**config.mk**
```make
export PLATFORM = sky130hd
export DESIGN_NAME = input_debounce_sync
export DESIGN_NICKNAME = d
export VERILOG_FILES = /design/src/rtl/input_debounce_sync.sv
export SDC_FILE = /design/constraint.sdc
export NUM_CORES = 1
export LEC_CHECK = 0
export ABC_CLOCK_PERIOD_IN_PS = 2160
export CORE_MARGIN = 5
export CORE_UTILIZATION = 30
export DETAILED_ROUTE_END_ITERATION = 12
export MAX_ROUTING_LAYER = met4
export SLEW_MARGIN = 25
export SYNTH_ARGS = -nofsm -noshare
export SYNTH_HDL_FRONTEND = slang
export SYNTH_SLANG_ARGS = --single-unit
```
**constraint.sdc**
```tcl
create_clock -name clk -period 2.16 [get_ports clk]
set_input_delay 0.54 -clock clk [delete_from_list [all_inputs] [get_ports clk]]
set_output_delay 0.54 -clock clk [all_outputs]
set_load 0.1 [all_outputs]
```
**src/rtl/input_debounce_sync.sv**
```systemverilog
// input_debounce_sync: two independent synchronize-and-debounce lanes
// (lane 0 = din, lane 1 = en) feeding registered, hazard-free levels.
// Optional build macro EDGE_DETECT_EN: when defined, registered one-cycle
// din_rise / din_fall pulses are produced; otherwise they are tied low.

module input_debounce_lane #(
    parameter int unsigned SYNC_STAGES     = 2,
    parameter int unsigned DEBOUNCE_CYCLES = 16,
    parameter bit          EDGE_EN         = 1'b0
) (
    input  logic clk,
    input  logic rstn,
    input  logic raw,
    output logic level,
    output logic rise,
    output logic fall
);
    localparam int unsigned CW = $clog2(DEBOUNCE_CYCLES + 1);
    localparam logic [CW-1:0] CNT_MAX = CW'(DEBOUNCE_CYCLES - 1);

    typedef enum logic {STABLE, CHECK} state_t;

    state_t                 state;
    logic [CW-1:0]          cnt;
    logic [SYNC_STAGES-1:0] sync_q;
    logic                   sync;
    logic                   take;

    assign sync = sync_q[SYNC_STAGES-1];

    // Level flips on this edge: immediate accept when one sample suffices,
    // otherwise when the last qualifying sample of CHECK still disagrees.
    assign take = (sync != level) &&
                  (((state == STABLE) && (DEBOUNCE_CYCLES == 1)) ||
                   ((state == CHECK)  && (cnt == CNT_MAX)));

    // Metastability chain; the raw input only ever touches sync_q[0].
    always_ff @(posedge clk) begin
        if (!rstn) sync_q <= '0;
        else       sync_q <= {sync_q[SYNC_STAGES-2:0], raw};
    end

    // Debounce FSM: any sample matching level drops back to STABLE and
    // discards the partial count, so qualification restarts from zero.
    always_ff @(posedge clk) begin
        if (!rstn) begin
            state <= STABLE;
            cnt   <= '0;
            level <= 1'b0;
        end else begin
            case (state)
                STABLE: begin
                    if (sync == level) begin
                        cnt <= '0;
                    end else if (DEBOUNCE_CYCLES == 1) begin
                        level <= sync;
                    end else begin
                        state <= CHECK;
                        cnt   <= CW'(1);
                    end
                end
                CHECK: begin
                    if (sync == level) begin
                        state <= STABLE;
                        cnt   <= '0;
                    end else if (take) begin
                        level <= sync;
                        state <= STABLE;
                        cnt   <= '0;
                    end else begin
                        cnt <= cnt + 1'b1;
                    end
                end
                default: begin
                    state <= STABLE;
                    cnt   <= '0;
                end
            endcase
        end
    end

    generate
        if (EDGE_EN) begin : g_edge
            // Pulses register on the same edge that moves level.
            always_ff @(posedge clk) begin
                if (!rstn) begin
                    rise <= 1'b0;
                    fall <= 1'b0;
                end else begin
                    rise <= take &  sync;
                    fall <= take & ~sync;
                end
            end
        end else begin : g_no_edge
            assign rise = 1'b0;
            assign fall = 1'b0;
        end
    endgenerate
endmodule

module input_debounce_sync #(
    parameter int unsigned SYNC_STAGES     = 2,
    parameter int unsigned DEBOUNCE_CYCLES = 16,
    parameter int unsigned DIN_INVERT      = 1
) (
    input  logic clk,
    input  logic rstn,
    input  logic din_raw,
    input  logic en_raw,
    output logic din_rvs,
    output logic en,
    output logic din_rise,
    output logic din_fall
);
    localparam int unsigned NUM_LANES = 2;

`ifdef EDGE_DETECT_EN
    localparam bit EDGE_EN = 1'b1;
`else
    localparam bit EDGE_EN = 1'b0;
`endif

    logic [NUM_LANES-1:0] lane_raw;
    logic [NUM_LANES-1:0] lane_level;
    logic [NUM_LANES-1:0] lane_rise;
    logic [NUM_LANES-1:0] lane_fall;

    assign lane_raw = {en_raw, din_raw};

    generate
        for (genvar i = 0; i < NUM_LANES; i++) begin : g_lane
            // Only the din lane carries edge flops; the en lane ties them low.
            input_debounce_lane #(
                .SYNC_STAGES     (SYNC_STAGES),
                .DEBOUNCE_CYCLES (DEBOUNCE_CYCLES),
                .EDGE_EN         ((i == 0) ? EDGE_EN : 1'b0)
            ) u_lane (
                .clk   (clk),
                .rstn  (rstn),
                .raw   (lane_raw[i]),
                .level (lane_level[i]),
                .rise  (lane_rise[i]),
                .fall  (lane_fall[i])
            );
        end
    endgenerate

    // XOR with a constant keeps din_rvs a direct flop output.
    assign din_rvs  = lane_level[0] ^ DIN_INVERT[0];
    assign en       = lane_level[1];
    // Non-din lanes drive constant 0, so the OR only passes lane 0.
    assign din_rise = |lane_rise;
    assign din_fall = |lane_fall;
endmodule

```
==> flow_metrics.env, run 1 <==
export IMPL_status="complete, no violations"
export IMPL_multi_input_area_um2=277
export IMPL_initial_utilization=0.307
export IMPL_grt_overflow_total=0
export IMPL_fin_crit_sh=0.706
export IMPL_final_util=0.356
export IMPL_cts_buffers=3
export IMPL_io_buffers=5
export IMPL_ant_nets=0
export IMPL_hold_viol=0
export IMPL_firstDrtPassIters=4
export IMPL_crit_path_start_kind="register"
export IMPL_drt_iter0_markers=5
export IMPL_async_reset_ff_frac=0
export IMPL_area_growth_pct=15.8
export IMPL_vias=420
export IMPL_cts_buffer_depth=2
export IMPL_reg2reg_depth=6
export IMPL_crit_arrival_ps=980
export IMPL_fin_cells=102
export IMPL_clock_root_buffer="clkbuf_4"
export IMPL_ys_ff_latch=18
export IMPL_synth_cells=66
export IMPL_synth_ff_type="dfxtp_1"
export IMPL_max_cap_violations=0
export IMPL_htree_levels=1
export IMPL_yosysUniqueCellTypes=16
export IMPL_grt_max_degree=11
export IMPL_ctsHoldBuffers=0
export IMPL_reg2reg_to="g_lane[0].u_lane.cnt[0]$_SDFF_PN0_"
export IMPL_vias_per_cell=4.12
export IMPL_fillerInstances=226
export IMPL_yosys_area_top_type_share=0.540
export IMPL_hold_start="g_lane[0].u_lane.sync_q[0]$_SDFF_PN0_"
export IMPL_min_to="g_lane[0].u_lane.sync_q[1]$_SDFF_PN0_"
export IMPL_synth_warning_count=0
export IMPL_cts_tree="built"
export IMPL_slowest_delay_ps=350
export IMPL_rsz0062_at_grt="false"
export IMPL_syn_area_um2=667
export IMPL_p_leak_nw=0.309
export IMPL_path_max_fanout=3
export IMPL_fp_row_count=17
export IMPL_cpMaxStageDelayCell="dfxtp_1"
export IMPL_placed_cells=98
export IMPL_core_area_um2=2170
export IMPL_clock_skew_ps=1.26
export IMPL_die_h_um=57.2
export IMPL_seq_area_frac_synth=0.540
export IMPL_synthTopCellsByArea="dfxtp_1, ha_1, xor2_1"
export IMPL_r2r_start="g_lane[0].u_lane.cnt[0]$_SDFF_PN0_"
export IMPL_drive_above_1_share=0.0946
export IMPL_rrSetupSlack_ps=680
export IMPL_drcViolationCount=0
export IMPL_clk_latency_ps=290
export IMPL_n_antenna_cell=0
export IMPL_irDropWorstVdd_mv=0.364
export IMPL_die_area_um2=3270
export IMPL_worstPathRequired_ps=1620
export IMPL_numClockSinks=18
export IMPL_slew_violations=0
export IMPL_gp_congestion=0.738
export IMPL_wl_per_cell_um=9.31
export IMPL_holdPathStages=1
export IMPL_clk_pin_slew_worst_paths_ps=100
export IMPL_routed_wl_um=950
export IMPL_setup_violations=0
export IMPL_endpoint_kind="output pin"
export IMPL_crit_type="register to output pin"
export IMPL_dp_hpwl_um=665
export IMPL_grt_pass1_vias=428
export IMPL_worstPathCellList="inv_1 -> buf_4"
export IMPL_setup_tns_ps=0
export IMPL_ctsResizeCount=0
export IMPL_fmax_mhz=656
export IMPL_synth_most_common_cell="dfxtp_1"
export IMPL_avgSynthCellArea_um2=10.1
export IMPL_synth_common_cells="dfxtp_1, nor2_1, inv_1"
export IMPL_die_x_um=57.2
export IMPL_postCtsSetupBuffers=0
export IMPL_grt_pass1_wl_um=1730
export IMPL_power_density_nw_per_um2=750
export IMPL_synth_edf_count=0
export IMPL_grt_antenna_before_repair=0
export IMPL_min_path_type="register to register"
export IMPL_final_net_count=83
export IMPL_grtUsageTotal=0.0706
export IMPL_period_needed_ps=1520
export IMPL_yosysTopAreaCell="dfxtp_1"
export IMPL_io_pin_count=8
export IMPL_seqCellArea_um2=360
==> worst max-delay path, delay by kind of cell (launching register included) <==
kind                   cells  cell delay [ps]
buffers and inverters      2              340
DFF                        1              350
==> cell usage in the layout, fill, tap and decap left out <==
cell type        Yosys  layout
a21boi_2             1       1
dfxtp_1             18      18
a21boi_0             2       2
nand2_1              4       4
xor2_1               4       4
conb_1               1       2
a21boi_1             1       1
inv_1                5       5
clkbuf_8             0       1
nor2_1               8       8
buf_4                2       2
nand3_1              4       4
nand4b_1             2       2
xnor2_1              2       2
and2_1               4       4
ha_1                 4       4
clkbuf_4             0       3
clkdlybuf4s50_1      0       3
and3_1               4       4
==> metal layers <==
layer | track usage | share of wire
met1 | 0.0897 | 0.54
met2 | 0.0946 | 0.39
met3 | 0.0204 | 0.044
met4 | 0.0497 | 0.025
met5 | - | 0
==> layout make-up <==
class / instances / share of cell area
Multi-Input combinational cell: 42 / 0.358
Tap cell: 28 / 0.0454
Inverter: 5 / 0.0243
Timing Repair Buffer: 5 / 0.0583
Clock buffer: 4 / 0.0470
Sequential cell: 18 / 0.467
==> how the worst max path moves through the flow <==
stage | from | endpoint | slack [ps] | cells after the start
5_1_grt | g_lane[0].u_lane.cnt[0]$_SDFF_PN0_ | g_lane[0].u_lane.cnt[0]$_SDFF_PN0_ | 560 | 6
4_1_cts | g_lane[0].u_lane.level$_SDFFE_PN0P_ | din_rvs | 640 | 2
3_5_place_dp | rstn | g_lane[0].u_lane.cnt[4]$_SDFF_PP0_ | 570 | 3
6_report | g_lane[0].u_lane.level$_SDFFE_PN0P_ | din_rvs | 640 | 2
2_1_floorplan | g_lane[1].u_lane.level$_SDFFE_PN0P_ | g_lane[1].u_lane.cnt[0]$_SDFF_PN0_ | 590 | 3
3_3_place_gp | rstn | g_lane[1].u_lane.cnt[0]$_SDFF_PN0_ | 600 | 3
==> cells by family after synthesis <==
family / after synthesis / synth area share
buffers and inverters: 7 / 0.0507
AND/OR/NAND/NOR: 26 / 0.199
adder cells (fa/ha/maj): 4 / 0.0750
flip-flops: 18 / 0.540
AO/OA/AOI/OAI: 4 / 0.0507
XOR/XNOR: 6 / 0.0788
other: 1 / 0.00562
==> registers in the layout (all words and copies together) (netlist names) <==
register and count:
g_lane.u_lane.sync_q 4, g_lane.u_lane.state 2, g_lane.u_lane.level 2, g_lane.u_lane.cnt 10
==> where the power goes <==
| group | internal [W] | total, W | leakage [nW] | switching, W |
|---|---|---|---|---|
| Clock | 0.000103 | 0.000209 | 0.0210 | 0.000106 |
| Sequential | 0.000337 | 0.000341 | 0.146 | 0.00000334 |
| Combinational | 0.00000891 | 0.0000289 | 0.142 | 0.0000200 |
==> through the flow <==
step	setup slack, ps	area, µm²	power, W	hold slack [ps]
2_1_floorplan	588	671	0.000371	412
3_3_place_gp	600	736	0.000377	417
3_5_place_dp	566	736	0.000377	422
4_1_cts	638	772	0.000581	450
5_1_grt	563	772	0.000601	477
6_report	636	772	0.000579	449
(Power assumes the default switching activity.)
==> run 2: changes to the inputs <==
Settings changed: ABC_CLOCK_PERIOD_IN_PS 2160 to 1500.
Clock period 2.16 ns to 1.5 ns, I/O delays scaled along.
==> run 2 against run 1 <==
Compared with the run above:
- hold slack got worse by 4.3 ps
- critical endpoint is now g_lane[0].u_lane.cnt[0]$_SDFF_PN0_
- highest routed layer unchanged
- sequential cell count unchanged
- global-route usage is 0.29 points lower
- wire length down 5.2%
- non-clock buffer count is 1 higher
- via count decreased by 0.48%
- clock skew about the same
- total power is 33% higher
- combinational power grew 47%
==> flow_metrics.env, run 2 (synthesis gave the netlist of run 1 again) <==
export IMPL_clock_skew_ps=0.999
export IMPL_gp_congestion=0.765
export IMPL_area_growth_pct=19.7
export IMPL_worstPathRequired_ps=1690
export IMPL_die_area_um2=3270
export IMPL_p_leak_nw=0.313
export IMPL_fmax_mhz=714
export IMPL_crit_arrival_ps=1590
export IMPL_io_pin_count=8
export IMPL_slew_violations=0
export IMPL_ant_nets=0
export IMPL_cts_buffers=3
export IMPL_regMostFlops="g_lane.u_lane.cnt"
export IMPL_period_needed_ps=1400
export IMPL_postCtsSetupBuffers=0
export IMPL_final_common_cell="dfxtp_1"
export IMPL_drcViolationCount=0
export IMPL_irDropWorstVdd_mv=0.446
export IMPL_dp_hpwl_um=672
export IMPL_vias=418
export IMPL_endpoint_kind="register"
export IMPL_setup_violations=0
export IMPL_die_h_um=57.2
export IMPL_htree_levels=1
export IMPL_crit_type="register to register"
export IMPL_io_buffers=5
export IMPL_grt_max_degree=11
export IMPL_vias_per_cell=4.10
export IMPL_initial_utilization=0.307
export IMPL_die_x_um=57.2
export IMPL_routed_wl_um=901
export IMPL_crit_path_start_kind="register"
export IMPL_clock_root_buffer="clkbuf_4"
export IMPL_hold_viol=0
export IMPL_grt_pass1_wl_um=1640
export IMPL_drive_above_1_share=0.149
export IMPL_status="complete, no violations"
export IMPL_grt_pass1_vias=397
export IMPL_path_max_fanout=3
export IMPL_grt_antenna_before_repair=0
export IMPL_hold_ws_ps=445
export IMPL_final_util=0.368
export IMPL_core_area_um2=2170
export IMPL_grt_overflow_total=0
export IMPL_max_cap_violations=0
export IMPL_clk_pin_slew_worst_paths_ps=100
export IMPL_fp_row_count=17
export IMPL_final_cell_mix="dfxtp_1, nor2_1, inv_1"
export IMPL_rsz0062_at_grt="false"
export IMPL_power_density_nw_per_um2=961
export IMPL_final_net_count=84
export IMPL_fin_crit_sh=0.933
export IMPL_firstDrtPassIters=4
export IMPL_min_path_type="register to register"
export IMPL_largest_reg_flops=10
export IMPL_numClockSinks=18
export IMPL_cts_tree="built"
export IMPL_setup_tns_ps=0
export IMPL_cts_buffer_depth=2
export IMPL_n_antenna_cell=0
export IMPL_wl_per_cell_um=8.83
export IMPL_grtUsageTotal=0.0677
export IMPL_clk_latency_ps=280
export IMPL_top_regs="g_lane.u_lane.cnt (10), g_lane.u_lane.sync_q (4)"
export IMPL_drt_iter0_markers=4
run 2: final timing paths:
check	to	slack [ps]	cells past startpoint	start
hold / removal	g_lane[0].u_lane.sync_q[1]$_SDFF_PN0_	450	1	g_lane[0].u_lane.sync_q[0]$_SDFF_PN0_
setup reg to reg	g_lane[0].u_lane.cnt[0]$_SDFF_PN0_	100	6	g_lane[0].u_lane.cnt[0]$_SDFF_PN0_
setup / recovery	g_lane[0].u_lane.cnt[0]$_SDFF_PN0_	100	6	g_lane[0].u_lane.cnt[0]$_SDFF_PN0_
hold reg to reg	g_lane[0].u_lane.sync_q[1]$_SDFF_PN0_	450	1	g_lane[0].u_lane.sync_q[0]$_SDFF_PN0_
run 2: through the flow:
stage / std cells / power (W) / area [µm²] / setup WS, ps
after floorplan: 67 / 0.000535 / 672 / 169
after global placement: 99 / 0.000543 / 769 / 57.0
after detailed placement: 99 / 0.000544 / 769 / 57.9
after CTS: 102 / 0.000776 / 792 / 51.1
after global routing: 102 / 0.000801 / 798 / 2.18
final: 102 / 0.000768 / 798 / 99.8
run 2: per-layer routing:
layer | GRT usage | vias to the layer above | part of all wire
li1 | - | 226 | -
met1 | 0.0894 | 181 | 0.53
met2 | 0.0848 | 7 | 0.39
met3 | 0.0204 | 4 | 0.046
met4 | 0.0497 | 0 | 0.029
met5 | - | - | 0
run 2: area by class of cell:
class / instances / area (µm²)
sequential: 18 / 363
inverter: 5 / 18.8
clock buffer: 3 / 22.5
timing repair buffer: 6 / 77.6
fill: 226 / 1370
multi-input combinational: 42 / 282
tap: 28 / 35.0
run 2: power breakdown:
group	total, W	switching [W]	leakage [nW]	internal, W
logic	0.0000426	0.0000289	0.152	0.0000137
clock network	0.000235	0.000142	0.0138	0.0000933
registers	0.000490	0.00000439	0.147	0.000486
run 2: what timing repair did:
action | in CTS | in global routing
hold buffers | 0 | 0
endpoints found under the setup margin | 0 | 6
gates resized for setup | 0 | 3
run 2: critical path, stage by stage, from the launching register on:
cell and delay [ps]:
dfxtp_1 350, ha_1 180, and3_1 180, ha_2 190
nand2_1 60, and3_1 190, a21boi_2 140
==> run 3: changes to the inputs <==
Settings changed: CORE_UTILIZATION 30 to 35, TNS_END_PERCENT set to 50.
==> run 3 against run 2 <==
Compared with the run above:
- wire length down 4.1%
- via count rose by 2.6%
- worst setup slack improved by 23 ps
- global-route usage increased by 0.62 points
- sequential power is essentially flat
==> flow_metrics.env, run 3 (synthesis gave the netlist of run 1 again) <==
export IMPL_die_x_um=53.7
export IMPL_rsz0062_at_grt="false"
export IMPL_hold_viol=0
export IMPL_layout_setup_ws_ps=123
export IMPL_worstPathRequired_ps=1730
export IMPL_vias_per_cell=4.29
export IMPL_clock_root_buffer="clkbuf_4"
export IMPL_status="complete, no violations"
export IMPL_area_growth_pct=21.4
export IMPL_die_h_um=53.7
export IMPL_grt_pass1_wl_um=1440
export IMPL_rrSetupSlack_ps=120
export IMPL_drive_above_1_share=0.173
export IMPL_final_cell_mix="dfxtp_1, nor2_1, inv_1"
export IMPL_irDropWorstVdd_mv=0.696
export IMPL_worstPathCellList="ha_1 -> and3_1 -> ha_2 -> nand4b_1 -> nor2_1"
export IMPL_htree_levels=1
export IMPL_min_path_type="register to register"
export IMPL_dp_hpwl_um=691
export IMPL_slew_violations=0
export IMPL_fmax_mhz=726
export IMPL_grt_pass1_vias=353
export IMPL_fin_crit_sh=0.918
export IMPL_preCtsSetupSlack_ps=48.6
export IMPL_p_leak_nw=0.323
export IMPL_top_regs="g_lane.u_lane.cnt (10), g_lane.u_lane.sync_q (4)"
export IMPL_power_density_nw_per_um2=1010
export IMPL_largest_reg_flops=10
export IMPL_cpMaxStageDelayCell="dfxtp_2"
export IMPL_io_buffers=5
export IMPL_cts_buffers=3
export IMPL_wl_per_cell_um=8.64
export IMPL_endpoint_kind="register"
export IMPL_firstDrtPassIters=3
export IMPL_grt_busiest_layer="met2"
export IMPL_core_area_um2=1760
export IMPL_vias=429
export IMPL_initial_utilization=0.378
export IMPL_grt_antenna_before_repair=0
export IMPL_setup_violations=0
export IMPL_hold_ws_ps=438
export IMPL_n_antenna_cell=0
export IMPL_crit_path_start_kind="register"
export IMPL_met1_usage=0.0909
export IMPL_reg2reg_depth=5
export IMPL_io_pin_count=8
export IMPL_grtUsageTotal=0.0738
export IMPL_fp_row_count=15
export IMPL_grt_use_met3=0.0166
export IMPL_crit_type="register to register"
export IMPL_numClockSinks=18
export IMPL_setup_tns_ps=0
export IMPL_cts_buffer_depth=2
export IMPL_drt_iter0_markers=3
export IMPL_grt_max_degree=11
export IMPL_holdPathStages=1
export IMPL_clock_skew_ps=3.57
export IMPL_regMostFlops="g_lane.u_lane.cnt"
export IMPL_postCtsSetupBuffers=0
export IMPL_period_needed_ps=1380
export IMPL_die_area_um2=2880
export IMPL_clk_pin_slew_worst_paths_ps=100
export IMPL_slowest_delay_ps=340
export IMPL_crit_arrival_ps=1600
export IMPL_path_max_fanout=4
export IMPL_gp_congestion=0.710
export IMPL_drcViolationCount=0
export IMPL_grt_overflow_total=0
export IMPL_cts_tree="built"
export IMPL_final_net_count=84
export IMPL_power_w=0.000821
export IMPL_gr_usage_met2=0.100
export IMPL_clk_latency_ps=280
export IMPL_max_cap_violations=0
export IMPL_final_common_cell="dfxtp_1"
export IMPL_routed_wl_um=864
export IMPL_ant_nets=0
[run 3: stage by stage]
stage | instances | area, µm² | utilization
floorplan | 67 | 672 | -
global placement | 96 | 766 | 0.434
detailed placement | 96 | 766 | 0.434
CTS | 100 | 802 | 0.455
global route | 100 | 810 | 0.459
finish | 100 | 810 | 0.459
[run 3: cell type report]
class,count,area (µm²)
clock buffer,4,36.3
fill,187,955
inverter,5,18.8
multi-input combinational,42,282
sequential,18,364
tap,25,31.3
timing repair buffer,6,77.6
[run 3: worst paths after layout]
check                                   startpoint                               endpoint
min reg2reg  g_lane[0].u_lane.sync_q[0]$_SDFF_PN0_  g_lane[0].u_lane.sync_q[1]$_SDFF_PN0_
min          g_lane[0].u_lane.sync_q[0]$_SDFF_PN0_  g_lane[0].u_lane.sync_q[1]$_SDFF_PN0_
max             g_lane[0].u_lane.cnt[0]$_SDFF_PN0_     g_lane[0].u_lane.cnt[3]$_SDFF_PP0_
max reg2reg     g_lane[0].u_lane.cnt[0]$_SDFF_PN0_     g_lane[0].u_lane.cnt[3]$_SDFF_PP0_
[run 3: worst max-delay path, delay by kind of cell, from the launching register on]
kind / cells / cell delay (ps)
adders and majority gates: 2 / 400
DFF: 1 / 340
and+or+nand+nor: 3 / 590
[run 3: routing by layer]
layer | up-vias | part of all wire
met5 | - | 0
met4 | 0 | 0.027
met3 | 2 | 0.035
met2 | 5 | 0.41
met1 | 195 | 0.53
li1 | 227 | -
[run 3: timing repair]
action,in CTS,in global routing
hold buffers,0,0
gates resized for setup,0,4
endpoints found under the hold margin,0,0
setup endpoints to repair,0,4
[run 3: report_power, final]
part | internal (W) | switching [W] | total [W]
combinational | 0.0000137 | 0.0000289 | 0.0000426
sequential | 0.000486 | 0.00000436 | 0.000490
clock | 0.000147 | 0.000141 | 0.000288
total | 0.000647 | 0.000174 | 0.000821
